### config.mk
export PLATFORM = sky130hd
export DESIGN_NAME = cmp_arbiter
export DESIGN_NICKNAME = d
export VERILOG_FILES = /design/src/rtl/cmp_arb_pkg.sv /design/src/rtl/cmp_core.sv /design/src/rtl/cmp_arbiter.sv
export SDC_FILE = /design/constraint.sdc
export NUM_CORES = 1
export LEC_CHECK = 0
export CORE_MARGIN = 2
export CORE_UTILIZATION = 25
export CTS_CLUSTER_DIAMETER = 50
export CTS_CLUSTER_SIZE = 40
export DETAILED_ROUTE_END_ITERATION = 6
export SKIP_CTS_REPAIR_TIMING = 1
export SYNTH_ARGS = -nofsm -noshare
export SYNTH_HDL_FRONTEND = slang
export SYNTH_SLANG_ARGS = --single-unit
### constraint.sdc
create_clock -name clk -period 2.7 [get_ports clk]
set_clock_uncertainty 0.2 [all_clocks]
set_input_delay 0.405 -clock clk [delete_from_list [all_inputs] [get_ports clk]]
set_output_delay 0.405 -clock clk [all_outputs]
set_load 0.1 [all_outputs]
### src/rtl/cmp_arb_pkg.sv
// Shared encodings for the compare-core arbiter: FSM states and compare opcodes.
package cmp_arb_pkg;

   localparam logic [1:0] ST_IDLE = 2'd0;
   localparam logic [1:0] ST_CALC = 2'd1;
   localparam logic [1:0] ST_RESP = 2'd2;

   localparam logic OP_SLT  = 1'b0;
   localparam logic OP_SLTU = 1'b1;

endpackage

### src/rtl/cmp_core.sv
// Combinational set-less-than core: lt = (a < b), signed or unsigned by op.
module cmp_core
   import cmp_arb_pkg::*;
#(
   parameter int unsigned WIDTH = 32
) (
   input  logic             op,
   input  logic [WIDTH-1:0] a,
   input  logic [WIDTH-1:0] b,
   output logic             lt
);

   always_comb begin
      if (op == OP_SLTU) lt = (a < b);
      else               lt = ($signed(a) < $signed(b));
   end

endmodule

### src/rtl/cmp_arbiter.sv
// Two-port round-robin front end for one shared compare core (IDLE -> CALC -> RESP).
// Optional grant counters are enabled by defining CMP_ARB_STATS_EN.
module cmp_arbiter
   import cmp_arb_pkg::*;
#(
   parameter int unsigned WIDTH = 32,
   parameter int unsigned ID_W  = 1
) (
   input  logic             clk,
   input  logic             rst,
   input  logic             r0_valid,
   output logic             r0_ready,
   input  logic             r0_op,
   input  logic [WIDTH-1:0] r0_a,
   input  logic [WIDTH-1:0] r0_b,
   input  logic             r1_valid,
   output logic             r1_ready,
   input  logic             r1_op,
   input  logic [WIDTH-1:0] r1_a,
   input  logic [WIDTH-1:0] r1_b,
`ifdef CMP_ARB_STATS_EN
   output logic [15:0]      gnt0_cnt,
   output logic [15:0]      gnt1_cnt,
`endif
   output logic             rsp_valid,
   input  logic             rsp_ready,
   output logic [ID_W-1:0]  rsp_id,
   output logic [WIDTH-1:0] rsp_data
);

   logic [1:0]       state_q, state_d;
   logic             last_grant_q;
   logic             op_q;
   logic [WIDTH-1:0] a_q, b_q;
   logic             id_q;
   logic             rsp_valid_q;
   logic [ID_W-1:0]  rsp_id_q;
   logic [WIDTH-1:0] rsp_data_q;

   logic pick0, pick1, in_idle, accept, lt;

   // r0 wins a tie only when r1 was the last one served
   always_comb begin
      pick0    = r0_valid && (!r1_valid || last_grant_q);
      pick1    = r1_valid && !pick0;
      in_idle  = (state_q == ST_IDLE) && !rst;
      r0_ready = in_idle && pick0;
      r1_ready = in_idle && pick1;
      accept   = r0_ready || r1_ready;
   end

   always_comb begin
      state_d = state_q;
      case (state_q)
         ST_IDLE: if (accept) state_d = ST_CALC;
         ST_CALC: state_d = ST_RESP;
         ST_RESP: if (rsp_ready) state_d = ST_IDLE;
         default: state_d = ST_IDLE;
      endcase
   end

   cmp_core #(
      .WIDTH(WIDTH)
   ) u_cmp_core (
      .op(op_q),
      .a (a_q),
      .b (b_q),
      .lt(lt)
   );

   always_ff @(posedge clk or posedge rst) begin
      if (rst) begin
         state_q      <= ST_IDLE;
         last_grant_q <= 1'b1;
         op_q         <= OP_SLT;
         a_q          <= '0;
         b_q          <= '0;
         id_q         <= 1'b0;
         rsp_valid_q  <= 1'b0;
         rsp_id_q     <= '0;
         rsp_data_q   <= '0;
      end else begin
         state_q <= state_d;
         if (accept) begin
            op_q         <= pick1 ? r1_op : r0_op;
            a_q          <= pick1 ? r1_a  : r0_a;
            b_q          <= pick1 ? r1_b  : r0_b;
            id_q         <= pick1;
            last_grant_q <= pick1;
         end
         if (state_q == ST_CALC) begin
            rsp_data_q  <= WIDTH'(lt);
            rsp_id_q    <= ID_W'(id_q);
            rsp_valid_q <= 1'b1;
         end
         if ((state_q == ST_RESP) && rsp_ready) rsp_valid_q <= 1'b0;
      end
   end

   assign rsp_valid = rsp_valid_q;
   assign rsp_id    = rsp_id_q;
   assign rsp_data  = rsp_data_q;

`ifdef CMP_ARB_STATS_EN
   logic [15:0] gnt0_cnt_q, gnt1_cnt_q;

   always_ff @(posedge clk or posedge rst) begin
      if (rst) begin
         gnt0_cnt_q <= '0;
         gnt1_cnt_q <= '0;
      end else begin
         if (r0_ready) gnt0_cnt_q <= gnt0_cnt_q + 16'd1;
         if (r1_ready) gnt1_cnt_q <= gnt1_cnt_q + 16'd1;
      end
   end

   assign gnt0_cnt = gnt0_cnt_q;
   assign gnt1_cnt = gnt1_cnt_q;
`endif

endmodule

==> results.cfg <==
[run_status]
status = finished clean

[yosys]
synth_warnings = 0
syn-cell-area_um2 = 4320
synth-seq-cells = 72
synthCells = 454
ys_seq_area_share_pct = 41.8
synth_edf_count = 0
synth_ff_type = dfrtp_1
synth_cell_types = 35
async_reset_ff_share_pct = 100
synth_area_per_cell_um2 = 9.51

[setup_path]
r2r_cells = 7
crit_required_ns = 2.10
r2r_start = a_q[31]
cp-start-kind = primary input
worstPathArrival_ns = 1.52
path_class = primary input to primary output
cp_max_fo = 4
cp-end-kind = primary output
ff2ff_setup_slack_ns = 0.63
timing.rr.end = rsp_data[0]

[die]
die_area_um2 = 18300
dieWidth_um = 135
core-area_um2 = 17100
fp-row-count = 48
die_height_um = 135
start_util_pct = 25.2
pin_count = 171

[global_route]
grt_pass1_wl_um = 15700
grt_max_degree = 132
grtUsageMet2_pct = 17.9
antenna_found_initial = 0
grt_pass1_vias = 3300
grt.overflow.total = 0
grt.total_usage_pct = 10.9
use_met3_pct = 2.54
busiest_layer = met2
use_met1_pct = 14.0

[layout]
antennaDiodeCount = 0
multi_input_comb_area_um2 = 2130
seq_area_um2 = 1800
drive_above_1_share_pct = 5.74
final_nets = 753
final_cells = 817
fillCellCount = 1718
area_growth_pct = 41.8

[clock_tree]
clock_path_buffers = 2
cts_root_buffer = clkbuf_16
cts_made_buffers = 9
clkSinkCount = 72
clk_latency_ns = 0.33
cts_tree = yes
h-tree-depth = 3
clkTransAtPathRegs_ns = 0.06

[power]
clkPwrFrac_pct = 20.9
p_sw_mw = 2.26
sequentialPowerShare_pct = 34.0
p_leak_nw = 2.81
irDropWorstVdd_mv = 0.334
comb_power_share_pct = 45.1
sw_frac_of_total_pct = 40.3
p_int_mw = 3.34
power.density_nw_per_um2 = 915

[placement]
gp_congestion = 0.764
hpwl_um = 7610
dp.cells = 801
port_buffers = 139

[route]
first_pass_iters = 4
totalWireLength_um = 9680
via_count = 3370
post_drt_wl_per_cell_um = 11.9
viasPerCell = 4.12
drc = 0
ant_nets = 0
drt_iter0_drc = 99

[timing]
rsz0062_at_grt = false
fin_tns_setup_ns = 0
post-route-period-util_pct = 78.8
fmax_ghz = 0.470
slew_headroom_pct = 66.3
min_period_ns = 2.13
final-setup-viol-count = 0
tightestPinTransition_ns = 0.492
hold_viol = 0
slew_viol_final = 0

[hold_path]
min_path_type = primary input to asynchronous set/reset pin

[run]
max-cap-violations = 0
-- flip-flops by register name, indices dropped and copies added (netlist names) --
register      count
rsp_id            1
id_q              1
a_q              32
op_q              1
state_q           2
b_q              32
rsp_data          1
last_grant_q      1
rsp_valid         1
-- how the worst max path moves through the flow --
stage | from | end | slack (ns) | cells past startpoint
floorplan | rst | a_q[0] | 0.27 | 1
CTS | rst | r0_ready | 0.56 | 5
detailed placement | r1_valid | b_q[29] | 0.40 | 5
global route | a_q[31] | rsp_data[0] | 0.44 | 7
global placement | r1_valid | a_q[23] | 0.44 | 5
finish | r1_valid | r1_ready | 0.57 | 4
-- layer usage --
layer,wire [um],share of wire [%]
met1,4420,46
met2,4470,46
met3,642,6.6
met4,148,1.5
met5,0,0
-- cell usage after synthesis (all sizes together), types with 3 or more instances --
master | instances | area, um^2
mux2i | 65 | 651
buf | 46 | 337
nor2 | 5 | 26.3
nand2 | 73 | 274
nand4 | 6 | 37.5
dfrtp | 71 | 1780
a21o | 4 | 30.0
clkbuf | 6 | 30.0
inv | 36 | 135
nand3 | 4 | 20.0
nor3 | 3 | 20.0
nand2b | 4 | 25.0
ha | 31 | 388
a21oi | 15 | 78.8
o21ai | 72 | 360
-- critical path, cell delays in order --
cell and delay, ns:
clkdlybuf4s50_1 0.48, a21boi_4 0.23, and2_4 0.22, buf_12 0.18
-- power by group through the flow --
stage | Sequential [mW] | Combinational, mW | Clock [mW]
2_1_floorplan | 2.00 | 1.82 | 0
3_3_place_gp | 1.91 | 2.49 | 0
3_5_place_dp | 1.93 | 2.57 | 0
4_1_cts | 1.91 | 2.59 | 1.20
5_1_grt | 1.98 | 2.90 | 1.26
6_report | 1.90 | 2.53 | 1.17
-- layout make-up --
class	count	share of cell area, %
multi-input cells	324	34.8
flip-flops and latches	72	29.5
repair buffers	144	24.2
well taps	225	4.60
clock buffers	10	3.74
inverters	36	2.23
clock inverters	6	0.981
-- logic make-up (layout without fill, tap and decap cells) --
logic type,after synthesis,count (layout),synth area share [%]
buffers and inverters,88,196,11.6
adder cells (fa/ha/maj),31,31,8.99
AND/OR/NAND/NOR,98,98,9.88
flip-flops,72,72,41.8
AO/OA/AOI/OAI,98,98,12.3
other,1,31,0.0869
multiplexers,66,66,15.3
-- layout by cell type (no fill, tap or decap), types with 4 or more instances in the layout --
cell             instances
a21o_1                   4
a21oi_1                 14
buf_12                   5
buf_4                    5
clkbuf_16                9
clkdlybuf4s50_1        134
clkinv_2                 4
conb_1                  31
dfrtp_1                 71
ha_1                    31
inv_1                   34
mux2i_1                 65
nand2_1                 73
nand2b_1                 4
nand3_1                  4
nand4_1                  6
nor2_1                   4
o21ai_0                 63
o21ai_1                  9
-- per-stage QoR --
step	cell area, um^2	setup WS (ns)	hold slack (ns)	total power, mW	utilization (%)
final	6120	0.573	0.271	5.60	35.8
after global placement	5830	0.444	0.258	4.40	34.1
after global routing	6120	0.443	0.309	6.15	35.8
after detailed placement	5830	0.400	0.271	4.50	34.1
after CTS	6120	0.557	0.284	5.70	35.8
after floorplan	4430	0.272	0.241	3.82	-
Note: power is estimated with default switching activity, not from simulation.
